## src/rtl/yp_fifo_arb_pkg.sv

```systemverilog
// Shared types and constants for the FIFO write arbiter.
// Holds the two-state FSM encoding and the grant-id width helper.
package yp_fifo_arb_pkg;

    typedef enum logic {
        ST_IDLE  = 1'b0,
        ST_GRANT = 1'b1
    } arb_state_e;

    localparam int DEF_NUM_REQ    = 4;
    localparam int DEF_DATA_WIDTH = 8;
    localparam int DEF_MAX_BURST  = 8;

    // A single requester still needs a one-bit id so the port never collapses to zero width.
    function automatic int gid_width(input int n);
        return (n > 1) ? $clog2(n) : 1;
    endfunction

endpackage

```

## src/rtl/yp_rr_picker.sv

```systemverilog
// Combinational round-robin picker: first asserted request strictly after
// the previous winner, wrapping around the requester range.
module yp_rr_picker
    import yp_fifo_arb_pkg::*;
#(
    parameter  int NUM_REQ = DEF_NUM_REQ,
    localparam int GW      = gid_width(NUM_REQ)
) (
    input  logic [NUM_REQ-1:0] i_req,
    input  logic [GW-1:0]      i_last_grant,
    output logic [GW-1:0]      o_pick,
    output logic               o_any
);

    logic w_found;
    int   w_idx;

    // Scan from last_grant+1 so the previous winner is considered last.
    always_comb begin
        o_pick  = '0;
        o_any   = |i_req;
        w_found = 1'b0;
        w_idx   = 0;
        for (int k = 1; k <= NUM_REQ; k++) begin
            w_idx = (int'(i_last_grant) + k) % NUM_REQ;
            if (!w_found && i_req[w_idx[GW-1:0]]) begin
                o_pick  = w_idx[GW-1:0];
                w_found = 1'b1;
            end
        end
    end

endmodule

```

## src/rtl/yp_fifo_wr_arb.sv

```systemverilog
// Packet-aware round-robin arbiter that merges several beat streams into
// one sync FIFO write port, holding each grant until last or MAX_BURST.
module yp_fifo_wr_arb
    import yp_fifo_arb_pkg::*;
#(
    parameter  int NUM_REQ    = DEF_NUM_REQ,
    parameter  int DATA_WIDTH = DEF_DATA_WIDTH,
    parameter  int MAX_BURST  = DEF_MAX_BURST,
    localparam int GW         = gid_width(NUM_REQ)
) (
    input  logic                               i_clk,
    input  logic                               i_rstn,
    input  logic [NUM_REQ-1:0]                 i_req_valid,
    input  logic [NUM_REQ-1:0][DATA_WIDTH-1:0] i_req_data,
    input  logic [NUM_REQ-1:0]                 i_req_last,
    output logic [NUM_REQ-1:0]                 o_req_ready,
    output logic                               o_fifo_wr_en,
    output logic [DATA_WIDTH-1:0]              o_fifo_data,
    input  logic                               i_fifo_full,
    output logic [GW-1:0]                      o_grant_id,
    output logic                               o_busy
);

    localparam int CW = $clog2(MAX_BURST + 1);

    arb_state_e    r_state, w_state_nxt;
    logic [GW-1:0] r_grant_id, w_grant_id_nxt;
    logic [GW-1:0] r_last_grant, w_last_grant_nxt;
    logic [CW-1:0] r_beat_cnt, w_beat_cnt_nxt, w_cnt_inc;
    logic [GW-1:0] w_pick;
    logic          w_any;
    logic          w_xfer;

    yp_rr_picker #(.NUM_REQ(NUM_REQ)) u_picker (
        .i_req        (i_req_valid),
        .i_last_grant (r_last_grant),
        .o_pick       (w_pick),
        .o_any        (w_any)
    );

    // last_grant resets to the top index so requester 0 wins the first arbitration.
    always_ff @(posedge i_clk or negedge i_rstn) begin
        if (!i_rstn) begin
            r_state      <= ST_IDLE;
            r_grant_id   <= '0;
            r_last_grant <= GW'(NUM_REQ - 1);
            r_beat_cnt   <= '0;
        end else begin
            r_state      <= w_state_nxt;
            r_grant_id   <= w_grant_id_nxt;
            r_last_grant <= w_last_grant_nxt;
            r_beat_cnt   <= w_beat_cnt_nxt;
        end
    end

    always_comb begin
        w_state_nxt      = r_state;
        w_grant_id_nxt   = r_grant_id;
        w_last_grant_nxt = r_last_grant;
        w_beat_cnt_nxt   = r_beat_cnt;
        w_cnt_inc        = r_beat_cnt + CW'(1);
        w_xfer           = 1'b0;
        o_req_ready      = '0;
        o_fifo_wr_en     = 1'b0;
        o_fifo_data      = '0;
        o_busy           = 1'b0;
        case (r_state)
            ST_IDLE: begin
                if (w_any) begin
                    w_grant_id_nxt = w_pick;
                    w_beat_cnt_nxt = '0;
                    w_state_nxt    = ST_GRANT;
                end
            end
            ST_GRANT: begin
                // A valid drop simply stalls the grant; only last or a full burst releases it.
                o_busy                  = 1'b1;
                o_req_ready[r_grant_id] = !i_fifo_full;
                w_xfer                  = i_req_valid[r_grant_id] & !i_fifo_full;
                o_fifo_wr_en            = w_xfer;
                o_fifo_data             = i_req_data[r_grant_id];
                if (w_xfer) begin
                    w_beat_cnt_nxt = w_cnt_inc;
                    if (i_req_last[r_grant_id] || (w_cnt_inc == CW'(MAX_BURST))) begin
                        w_state_nxt      = ST_IDLE;
                        w_last_grant_nxt = r_grant_id;
                    end
                end
            end
            default: w_state_nxt = ST_IDLE;
        endcase
    end

    assign o_grant_id = r_grant_id;

endmodule

```

## config.mk

```make
export PLATFORM = sky130hd
export DESIGN_NAME = yp_fifo_wr_arb
export DESIGN_NICKNAME = d
export VERILOG_FILES = /design/src/rtl/yp_fifo_arb_pkg.sv /design/src/rtl/yp_rr_picker.sv /design/src/rtl/yp_fifo_wr_arb.sv
export SDC_FILE = /design/constraint.sdc
export NUM_CORES = 1
export LEC_CHECK = 0
export BUFFER_PORTS_ARGS = -buffer_cell sky130_fd_sc_hd__buf_4
export CAP_MARGIN = 15
export CORE_AREA = 2 2 55 57
export DETAILED_ROUTE_END_ITERATION = 6
export DIE_AREA = 0 0 57 59
export PLACE_DENSITY = 0.64
export SYNTH_ARGS = -nofsm -noshare
export SYNTH_HDL_FRONTEND = slang
export SYNTH_HIERARCHICAL = 1
export SYNTH_SLANG_ARGS = --single-unit
export TNS_END_PERCENT = 10
```

## constraint.sdc

```tcl
create_clock -name i_clk -period 1.97 [get_ports i_clk]
set_input_delay 0.0985 -clock i_clk [delete_from_list [all_inputs] [get_ports i_clk]]
set_output_delay 0.0985 -clock i_clk [all_outputs]
set_load 0.02 [all_outputs]
```

==> impl_metrics.py <==
metrics = {
    "run_status": {
        "outcome": "finished clean",
    },
    "global_routing": {
        "track_usage": 0.1429,
        "grt_pass1_vias": 852,
        "grt_pass1_wl_um": 3726,
        "antenna_found_initial": 0,
        "grt_start_max_net_pins": 14,
        "overflow": 0,
    },
    "floorplan": {
        "io_pins": 59,
        "rows": 19,
        "core-area_um2": 2710,
        "die_h_um": 59,
        "die_x_um": 57,
        "initial_utilization": 0.3319,
        "die_area_um2": 3363,
    },
    "critical_path": {
        "slowest_delay_ps": 510,
        "critical_path.slowest_cell": "mux4_2",
        "cpMostUsedCell": "buf_4",
        "worstSetupStartpointType": "flip-flop",
        "critPathRequiredTime_ps": 1870,
        "critPathArrivalTime_ps": 1710,
        "path_cells": "buf_4 -> mux4_2 -> and2_1 -> buf_4",
        "cp_max_fo": 9,
        "critPathCaptureType": "output pin",
        "setup.worst_path.class": "reg -> out",
    },
    "drt": {
        "dr.first_iter.drc_count": 10,
        "viasPerCell": 4.925,
        "drt-pass1-iter-count": 3,
        "drc": 0,
        "ant_nets": 0,
        "wl_um": 2334,
        "vias": 857,
        "wire_per_inst_um": 13.41,
    },
    "clocking": {
        "clk_latency_ps": 260,
        "cts-root-buf": "clkbuf_4",
        "cts-buffers-inserted": 3,
        "clock_path_buffers": 2,
        "path_clk_slew_ps": 60,
        "clock-sinks": 9,
        "h-tree-depth": 1,
        "cts_tree": "built",
    },
    "timing": {
        "skew_ps": 0.3642,
        "final-hold-violation-count": 0,
        "finalCriticalPeriod_ps": 1805,
        "tightest_slew_ps": 387.1,
        "finalSetupViolations": 0,
        "layout_worst_path_cycle_share": 0.9161,
        "rsz0062_at_grt": "false",
        "slew_violations": 0,
        "tns_ps": 0,
        "slew-limit-headroom": 0.7419,
        "clock.fmax_mhz": 554.1,
        "setup_ws_ps": 165.3,
    },
    "hold_path": {
        "min_path_type": "in -> async",
    },
    "finish": {
        "final_common_cell": "buf_4",
        "n_antenna_cell": 0,
        "area_growth_pct": 56.33,
        "fin_nets": 188,
        "final_cell_mix": "buf_4, and2_1, nand2_1, dfrtp_1",
        "fin_util": 0.5189,
        "drive_above_1_share": 0.5874,
    },
    "pwr": {
        "power_uw": 1841,
        "vdd_drop_max_mv": 0.7495,
        "power_leakage_uw": 0.0006832,
        "power.density_nw_per_um2": 1309,
    },
    "synth": {
        "synth.yosys.warnings": 6,
        "yosysUniqueCellTypes": 37,
        "postSynthAreaPerCell_um2": 11.39,
        "syn_inst": 79,
        "synth_fp_nets": 123,
        "synth-seq-area-share": 0.2531,
        "netlist_area_um2": 899.6,
        "synth.ff_latch_count": 9,
    },
    "placed_design": {
        "io_buffers": 58,
        "place_congestion": 0.7960,
        "place_ws_ps": 240.5,
        "dp_hpwl_um": 1919,
    },
    "flow_run": {
        "cap_violations": 0,
    },
}
per-stage QoR:
step                      instance area [um^2]  hold WS [ps]  cells
after global routing                      1406         203.5    174
after CTS                                 1376         186.6    170
final                                     1406         195.4    174
after detailed placement                  1339        -72.25    165
after floorplan                          899.6        -197.1     79
after global placement                    1339        -72.56    165
critical path: cells and delay by family (launching register included):
family / cells / cell delay [ps]
DFF: 1 / 420
buffers and inverters: 2 / 350
and+or+nand+nor: 1 / 160
muxes: 1 / 510
flip-flops by register name, indices dropped and copies added (netlist names):
| name | count |
|---|---|
| r_beat_cnt | 4 |
| o_grant_id | 2 |
| r_last_grant | 2 |
| r_state | 1 |
cell families after synthesis:
logic type	after synthesis	synth area share
DFF	9	0.2531
and+or+nand+nor	33	0.2072
xor gates and xnor gates	1	0.009738
adders and majority gates	1	0.01391
muxes	16	0.3519
buffers and inverters	8	0.06814
AOI/OAI and AO/OA	11	0.09596
synthesized netlist by cell type, drive strengths merged:
cell type,n,area (um^2)
a21oi,4,31.28
o21ai,2,10.00
mux2,4,52.55
nor2b,2,12.51
a31oi,1,6.260
nor3b,1,7.510
dfstp,2,52.55
clkinv,1,3.750
and3,1,6.260
o211ai,1,7.510
o221ai,1,15.01
a21boi,1,7.510
and2,8,50.05
nand3,1,5.000
nor2,5,18.77
nand2,9,41.29
dfrtp,7,175.2
ha,1,12.51
mux2i,2,20.02
a22o,1,8.760
buf,2,18.77
inv,2,7.500
and2b,1,8.760
nand2b,2,12.51
mux4,10,244.0
xnor2,1,8.760
nand4,1,6.260
clkbuf,3,31.28
and3b,2,17.52
final cells by class:
cell class	count	area [um^2]
Inverter	3	11.26
Tap cell	31	38.79
Sequential cell	9	229.0
Multi-Input combinational cell	62	610.6
Timing Repair Buffer	65	490.5
Fill cell	257	1304
Clock buffer	4	26.28
where the power goes:
group          internal [uW]  leakage (uW)  switching, uW
sequential               286      0.000105            151
clock                   77.9     0.0000150           62.2
combinational            711      0.000563            553
total                   1070      0.000683            766
worst paths after layout:
check	slack, ps	to	start	cells after the start
worst max-delay path	170	o_fifo_data[4]	o_grant_id[0]$_DFFE_PN0P_	4
worst min-delay path	200	r_beat_cnt[2]$_DFFE_PN0P_	i_rstn	2
worst max register to register	330	r_last_grant[0]$_DFFE_PN1P_	o_grant_id[0]$_DFFE_PN0P_	5
worst min register to register	490	r_beat_cnt[2]$_DFFE_PN0P_	r_beat_cnt[2]$_DFFE_PN0P_	1
max in group asynchronous	1560	r_last_grant[1]$_DFFE_PN1P_	i_rstn	2
min in group i_clk	250	r_state$_DFF_PN0_	i_req_valid[2]	5
per-layer routing:
metal,vias up,global-route usage,wire (um)
met2,25,0.2529,1224
met4,0,0.05980,34
met5,-,0,0
met3,4,0.01310,117
li1,423,-,-
met1,405,0.1799,958
timing repair:
| item | CTS | global route |
|---|---|---|
| hold endpoints to repair | 9 | 0 |
| gates resized for setup | 1 | 0 |
| hold buffers | 1 | 0 |
| buffers inserted | 0 | 4 |
| setup endpoints to repair | 4 | 2 |
(Power assumes the default switching activity.)
